File: src/rtl/contador_ocupacion.sv
// rtl/contador_ocupacion.sv - saturating occupancy counter with binary and BCD outputs
// Entry/exit pulses from the direction sensor move a count kept in lockstep in binary and two BCD digits.
module contador_ocupacion #(
  parameter int MAX_COUNT = 25,
  parameter int CNT_W     = 7
) (
  input  logic             clk,
  input  logic             reset,
  input  logic             x0,
  input  logic             y0,
  input  logic             clr,
  output logic [CNT_W-1:0] count,
  output logic [3:0]       bcd_tens,
  output logic [3:0]       bcd_units,
  output logic             empty,
  output logic             full,
  output logic             err_over,
  output logic             err_under,
  output logic             alarm
);

  typedef enum logic [1:0] {
    ST_EMPTY  = 2'd0,
    ST_NORMAL = 2'd1,
    ST_FULL   = 2'd2
  } state_t;

  localparam logic [CNT_W-1:0] L_MAX     = CNT_W'(MAX_COUNT);
  localparam logic [CNT_W-1:0] L_MAX_M1  = CNT_W'(MAX_COUNT - 1);
  localparam logic [CNT_W-1:0] L_ONE     = CNT_W'(1);
  localparam logic             L_MAX_ONE = (MAX_COUNT == 1);

  state_t           r_state;
  logic [CNT_W-1:0] r_count;
  logic [3:0]       r_tens;
  logic [3:0]       r_units;
  logic             r_empty;
  logic             r_full;
  logic             r_err_over;
  logic             r_err_under;
  logic             r_alarm;

  // BCD steps carry/borrow between digits so no divider is needed
  logic [3:0] w_tens_inc, w_units_inc, w_tens_dec, w_units_dec;

  always_comb begin
    w_units_inc = (r_units == 4'd9) ? 4'd0 : r_units + 4'd1;
    w_tens_inc  = (r_units == 4'd9) ? r_tens + 4'd1 : r_tens;
    w_units_dec = (r_units == 4'd0) ? 4'd9 : r_units - 4'd1;
    w_tens_dec  = (r_units == 4'd0) ? r_tens - 4'd1 : r_tens;
  end

  always_ff @(posedge clk or posedge reset) begin
    if (reset) begin
      r_state     <= ST_EMPTY;
      r_count     <= '0;
      r_tens      <= 4'd0;
      r_units     <= 4'd0;
      r_empty     <= 1'b1;
      r_full      <= 1'b0;
      r_err_over  <= 1'b0;
      r_err_under <= 1'b0;
      r_alarm     <= 1'b0;
    end else begin
      r_err_over  <= 1'b0;
      r_err_under <= 1'b0;
      if (clr) begin
        r_state <= ST_EMPTY;
        r_count <= '0;
        r_tens  <= 4'd0;
        r_units <= 4'd0;
        r_empty <= 1'b1;
        r_full  <= 1'b0;
        r_alarm <= 1'b0;
      end else if (!(x0 && y0)) begin
        case (r_state)
          ST_EMPTY: begin
            if (x0) begin
              r_count <= r_count + L_ONE;
              r_tens  <= w_tens_inc;
              r_units <= w_units_inc;
              r_state <= L_MAX_ONE ? ST_FULL : ST_NORMAL;
              r_empty <= 1'b0;
              r_full  <= L_MAX_ONE;
            end else if (y0) begin
              r_err_under <= 1'b1;
              r_alarm     <= 1'b1;
            end
          end
          ST_NORMAL: begin
            if (x0) begin
              r_count <= r_count + L_ONE;
              r_tens  <= w_tens_inc;
              r_units <= w_units_inc;
              if (r_count == L_MAX_M1) begin
                r_state <= ST_FULL;
                r_full  <= 1'b1;
              end
            end else if (y0) begin
              r_count <= r_count - L_ONE;
              r_tens  <= w_tens_dec;
              r_units <= w_units_dec;
              if (r_count == L_ONE) begin
                r_state <= ST_EMPTY;
                r_empty <= 1'b1;
              end
            end
          end
          ST_FULL: begin
            if (x0) begin
              r_err_over <= 1'b1;
              r_alarm    <= 1'b1;
            end else if (y0) begin
              r_count <= r_count - L_ONE;
              r_tens  <= w_tens_dec;
              r_units <= w_units_dec;
              r_full  <= 1'b0;
              // With a capacity of one, leaving full means leaving empty-side too
              if (r_count == L_ONE) begin
                r_state <= ST_EMPTY;
                r_empty <= 1'b1;
              end else begin
                r_state <= ST_NORMAL;
              end
            end
          end
          default: begin
            r_state <= ST_EMPTY;
            r_count <= '0;
            r_tens  <= 4'd0;
            r_units <= 4'd0;
            r_empty <= 1'b1;
            r_full  <= 1'b0;
          end
        endcase
      end
    end
  end

  assign count     = r_count;
  assign bcd_tens  = r_tens;
  assign bcd_units = r_units;
  assign empty     = r_empty;
  assign full      = r_full;
  assign err_over  = r_err_over;
  assign err_under = r_err_under;
  assign alarm     = r_alarm;

  logic w_unused_max;
  assign w_unused_max = ^L_MAX;

endmodule

File: config.mk
export PLATFORM = sky130hd
export DESIGN_NAME = contador_ocupacion
export DESIGN_NICKNAME = d
export VERILOG_FILES = /design/src/rtl/contador_ocupacion.sv
export SDC_FILE = /design/constraint.sdc
export NUM_CORES = 1
export LEC_CHECK = 0
export ABC_AREA = 1
export CAP_MARGIN = 10
export CORE_MARGIN = 2
export CORE_UTILIZATION = 60
export CTS_CLUSTER_DIAMETER = 120
export DETAILED_ROUTE_END_ITERATION = 10
export PLACE_DENSITY = 0.85
export SLEW_MARGIN = 15
export SYNTH_ARGS = -nofsm -noshare
export SYNTH_HDL_FRONTEND = slang
export SYNTH_SLANG_ARGS = --single-unit
File: constraint.sdc
create_clock -name clk -period 4.2 [get_ports clk]
set_input_delay 1.26 -clock clk [delete_from_list [all_inputs] [get_ports clk]]
set_output_delay 1.26 -clock clk [all_outputs]
set_load 0.01 [all_outputs]
# ---- After elaboration in Yosys (flattened, before gate mapping)
# Cells that the tools add are included.
dict set report totals {
  elab_cells 110
  out_inout_bits 20
  in_bits 5
  ff_bits 22
}
dict set report classes {
  reduce_logical 10
  eq_ne 20
  muxes 65
  n_addsub 6
}
# cell n
set op_table {}
lappend op_table {{$mux 4} 16}
lappend op_table {{$mux 7} 6}
lappend op_table {{$mux 1} 27}
lappend op_table {{$ne 3x3->1 const B} 8}
lappend op_table {{$pmux 4 s3} 2}
lappend op_table {{$pmux 7 s3} 1}
lappend op_table {{$mux 2} 9}
lappend op_table {{$ne 4x4->1 const B} 3}
lappend op_table {{$reduce_and 5->1} 2}
lappend op_table {{$add 4x1->4 const B} 2}
lappend op_table {{$sub 4x1->4 const B} 2}
lappend op_table {{$add 7x1->7 const B} 1}
lappend op_table {{$eq 7x1->1 const B} 1}
lappend op_table {{$eq 7x5->1 const B} 1}
lappend op_table {{$reduce_and 7->1} 1}
lappend op_table {{$sub 7x1->7 const B} 1}
lappend op_table {{$ne 3x1->1 const B} 2}
lappend op_table {{$pmux 2 s3} 1}
lappend op_table {{$reduce_and 6->1} 1}
lappend op_table {{$eq 4x4->1 const B} 1}
lappend op_table {{$logic_not 4->1} 1}
lappend op_table {{$pmux 1 s2} 2}
lappend op_table {{$ne 3x2->1 const B} 1}
lappend op_table {{$pmux 1 s3} 1}
lappend op_table {{8 further kinds} 8}

# ---- Depth between registers and ports, before layout
dict set report logic_depth {
  ltp_word 7
  mapped_depth 11
  mapped_depth_nobuf 11
}

# ---- Worst setup path before layout
# OpenSTA, ideal clock, no wires.
dict set report synth_path {
  kind {input to register}
  from {input port y0}
  to {register r_tens[0], in the netlist bcd_tens[0]}
  stages 9
  arrival_ns 2.106
  n_path_buf 1
  path_slack_ns 2.012
  cell_sequence {buf_4 nand2_1 nor2_1 inv_1 nand2_1 nand3_1 nand2_1 nand2_1 o21ai_0}
}
dict set report synth_between {
  elab_chain_cells 5
}
# element line
set synth_lines {}
lappend synth_lines {{start: declaration} 10} ;# input logic y0,
lappend synth_lines {{$mux 4} --}
lappend synth_lines {{$mux 4, on equally long branches} --}
lappend synth_lines {{$pmux 4 s3} --}
lappend synth_lines {{$mux 4 (2 in a row)} --}
lappend synth_lines {{end signal: assignment} 80} ;# r_tens <= w_tens_inc;
lappend synth_lines {{end signal: assignment} 93} ;# r_tens <= w_tens_inc;
lappend synth_lines {{end signal: assignment} 101} ;# r_tens <= w_tens_dec;
lappend synth_lines {{end: declaration} 35} ;# logic [3:0] r_tens;
# Several ways; a longest one is shown, not always the timed one. The select of a mux whose other input is x is not followed.
# A chain may end at the register's enable or synchronous reset.

# ---- Final worst setup path
dict set report layout_path {
  from {input port x0}
  to {register r_count[1], in the netlist count[1]}
}
dict set report layout_between {
  elab_chain_cells 4
}
# element line
set layout_lines {}
lappend layout_lines {{start: declaration} 9} ;# input logic x0,
lappend layout_lines {{$mux 7} 91} ;# if (x0) begin
lappend layout_lines {{$pmux 7 s3} 76} ;# case (r_state)
lappend layout_lines {{$mux 7} 75} ;# end else if (!(x0 && y0)) begin
lappend layout_lines {{$mux 7} 67} ;# if (clr) begin
lappend layout_lines {{end signal: assignment} 79} ;# r_count <= r_count + L_ONE;
lappend layout_lines {{end signal: assignment} 92} ;# r_count <= r_count + L_ONE;
lappend layout_lines {{end signal: assignment} 100} ;# r_count <= r_count - L_ONE;
lappend layout_lines {{end: declaration} 34} ;# logic [CNT_W-1:0] r_count;
# Several ways; a longest one is shown, not always the timed one. The select of a mux whose other input is x is not followed.

==> impl_metrics.json <==
{
  "maxCapViolations": 0,
  "synth.mux.area_fraction_pct": 0,
  "crit_fanout": 15,
  "clkSinkCount": 22,
  "antennaDiodeCount": 0,
  "area_delta_synth_final_pct": 16.8,
  "die_w_um": 60.0,
  "crit_buf_inv": 2,
  "cts_hold_buf": 0,
  "synth_top_cell_area_share_pct": 27.9,
  "synth.cell_area_um2": 1880,
  "std_cell_rows": 20,
  "slew_viol_final": 0,
  "cts_max_level": 1,
  "synthArstFlopShare_pct": 100,
  "rsz0062_at_grt": "no",
  "path_cells": "clkdlybuf4s50_1 > inv_1 > nand2_1 > nand2_1 > nand2_1 > nor2_1 > o21ai_0 > o21ai_0",
  "syn_area_per_cell_um2": 6.40,
  "num_io_pins": 25,
  "slowest_stage": "clkdlybuf4s50_1",
  "required_ns": 4.43,
  "slowest_delay_ns": 0.61,
  "power_leakage_nw": 1.15,
  "synthTopCellsByCount": "109 x nand2_1, 35 x inv_1, 31 x nand3_1",
  "cts_setup_buffers": 0,
  "cts_resized": 0,
  "ant_nets": 0,
  "final_nets": 337,
  "power_density_nw_per_um2": 573,
  "grt_overflow": 0,
  "fin_crit_sh_pct": 65.0,
  "synthSimpleGateAreaFrac_pct": 43.0,
  "fp.coreArea_um2": 3030,
  "status": "finished clean",
  "die_area_um2": 3600,
  "worst_slew_pin_slew_ns": 0.855,
  "grt_pass1_vias": 1569,
  "synth_area_leaders": "dfrtp_1 28%, nand2_1 22%, ha_1 8.6%",
  "peakVddDrop_v": 0.000323,
  "critPathLaunch": "x0",
  "cts_tree": "built",
  "drt-total-wl_um": 4370,
  "syn_inst": 294,
  "hp-class": "flop to flop",
  "place_congestion": 0.957,
  "post-place-cells": 358,
  "hpwl_um": 3190,
  "clock_skew_ns": 0.0232,
  "setup_viol": 0,
  "final_util_pct": 72.6,
  "cts_made_buffers": 3,
  "grtUsageMet3_pct": 4.98,
  "synth_top_family_by_area": "simple AND/OR/NAND/NOR gates",
  "grtUsageMet2_pct": 42.4,
  "antenna_found_initial": 0,
  "cts-root-buf": "clkbuf_4",
  "critical_path_arrival_ns": 2.96,
  "synth_fa_ha_area_share_pct": 8.64,
  "cp-start-kind": "input port",
  "synth-warning-count": 0,
  "start_util_pct": 62.1,
  "drt_iter0_drc": 175,
  "ys.flop_type": "dfrtp_1",
  "r2r-start": "r_state[0]$_DFFE_PP0P_",
  "firstDrtPassIters": 4,
  "insertion_delay_ns": 0.33,
  "cts.path.max_buffers": 2,
  "numPortBuffers": 24,
  "synth_compound_gate_area_share_pct": 9.11,
  "relSlewSlack_pct": 42.9,
  "use_met1_pct": 36.8,
  "synth_seq_cells": 22,
  "grt-busiest-layer": "met2",
  "drive_gt1_share_pct": 5.03,
  "seq_area_frac_synth_pct": 29.3,
  "dr_total_vias": 1914,
  "post_drt_wl_per_cell_um": 12.1,
  "viasPerCell": 5.29,
  "reg2reg_slack_ns": 2.34,
  "min_from": "empty$_DFFE_PP1P_",
  "synthXorXnorAreaFrac_pct": 0.465,
  "max_freq_mhz": 367,
  "synth_edf_count": 0,
  "finalSetupTns_ns": 0,
  "grt_pass1_wl_um": 7220,
  "cp_common_cell": "nand2_1",
  "die_h_um": 60.0,
  "gr-usage-all-layers_pct": 26.7,
  "min_period_ns": 2.73,
  "synth.distinct_cells": 31,
  "crit_family": "buffers and inverters",
  "syn_nets": 312,
  "yosysMostFrequentCell": "nand2_1",
  "hold_viol_final": 0,
  "worst-setup-path-type": "input port to flop",
  "drcViolationCount": 0,
  "grt_max_degree": 23,
  "stdcell_count": 362,
  "synth_top_area_cell": "dfrtp_1",
  "critPathCaptureType": "flop",
  "clkTransAtPathRegs_ns": 0.15
}
==> logic make-up (layout without fill, tap and decap cells) <==
family,count (synthesis),after routing
XOR/XNOR,1,1
buffers and inverters,42,66
AO/OA/AOI/OAI,31,31
adder cells (fa/ha/maj),13,13
AND/OR/NAND/NOR,185,185
flip-flops,22,22
==> layout make-up <==
cell class / instances / area (µm²)
Clock buffer: 3 / 22.5
Clock inverter: 1 / 30.0
Fill cell: 270 / 831
Inverter: 38 / 145
Multi-Input combinational cell: 230 / 1150
Sequential cell: 22 / 552
Tap cell: 44 / 55.1
Timing Repair Buffer: 24 / 240
==> path summary, 6_finish.rpt <==
path	to	cells after the start
setup / recovery	count[1]$_DFFE_PP0P_	8
hold / removal	empty$_DFFE_PP1P_	2
setup reg to reg	count[1]$_DFFE_PP0P_	8
hold reg to reg	empty$_DFFE_PP1P_	2
max in group asynchronous	bcd_units[2]$_DFFE_PP0P_	2
min in group asynchronous	r_state[1]$_DFFE_PP0P_	2
==> per-stage QoR <==
stage               hold slack [ns]  setup WS, ns  area, µm²  total power, mW
CTS                           0.497          1.50       2200             1.25
floorplan                     0.490          2.01       1880            0.861
global route                  0.546          1.31       2200             1.38
global placement              0.479          1.16       2140             1.07
detailed placement            0.477          1.15       2140             1.08
finish                        0.494          1.47       2200             1.26
==> state kept, by name, summed over array words and instances (netlist names) <==
register,count
r_state,2
err_under,1
alarm,1
empty,1
bcd_units,4
bcd_tens,4
count,7
full,1
err_over,1
==> per-layer routing <==
layer | part of all wire (%) | wire (µm)
met1 | 45 | 1960
met2 | 48 | 2100
met3 | 5.6 | 246
met4 | 1.6 | 72
met5 | 0 | 0
==> worst reg2reg max path, stage by stage (launching register included) <==
cell and delay (ns):
dfrtp_1 0.45, inv_1 0.09, ha_1 0.25, inv_1 0.08
nand2_1 0.35, nand2_1 0.24, nor2_1 0.05, o21ai_0 0.14
o21ai_0 0.10
==> report_power, final <==
part | switching [mW] | leakage [nW] | internal, mW
Clock | 0.0732 | 0.0279 | 0.0967
Sequential | 0.0920 | 0.295 | 0.274
Combinational | 0.432 | 0.828 | 0.291
==> placed cells by master (no fill, tap or decap), types with 2 or more instances in the layout <==
master,Yosys,layout
nor3_1,3,3
ha_1,13,13
inv_2,2,2
inv_1,35,35
o211ai_1,2,2
nor2_1,30,30
nand3_1,31,31
clkdlybuf4s50_1,0,24
nand4_1,3,3
clkbuf_4,0,3
nand2_1,109,109
o21ai_1,4,4
nor2_8,2,2
dfrtp_1,21,21
nand2_2,2,2
o21ai_0,14,14
a21oi_1,6,6
Note: power is estimated with default switching activity, not from simulation.
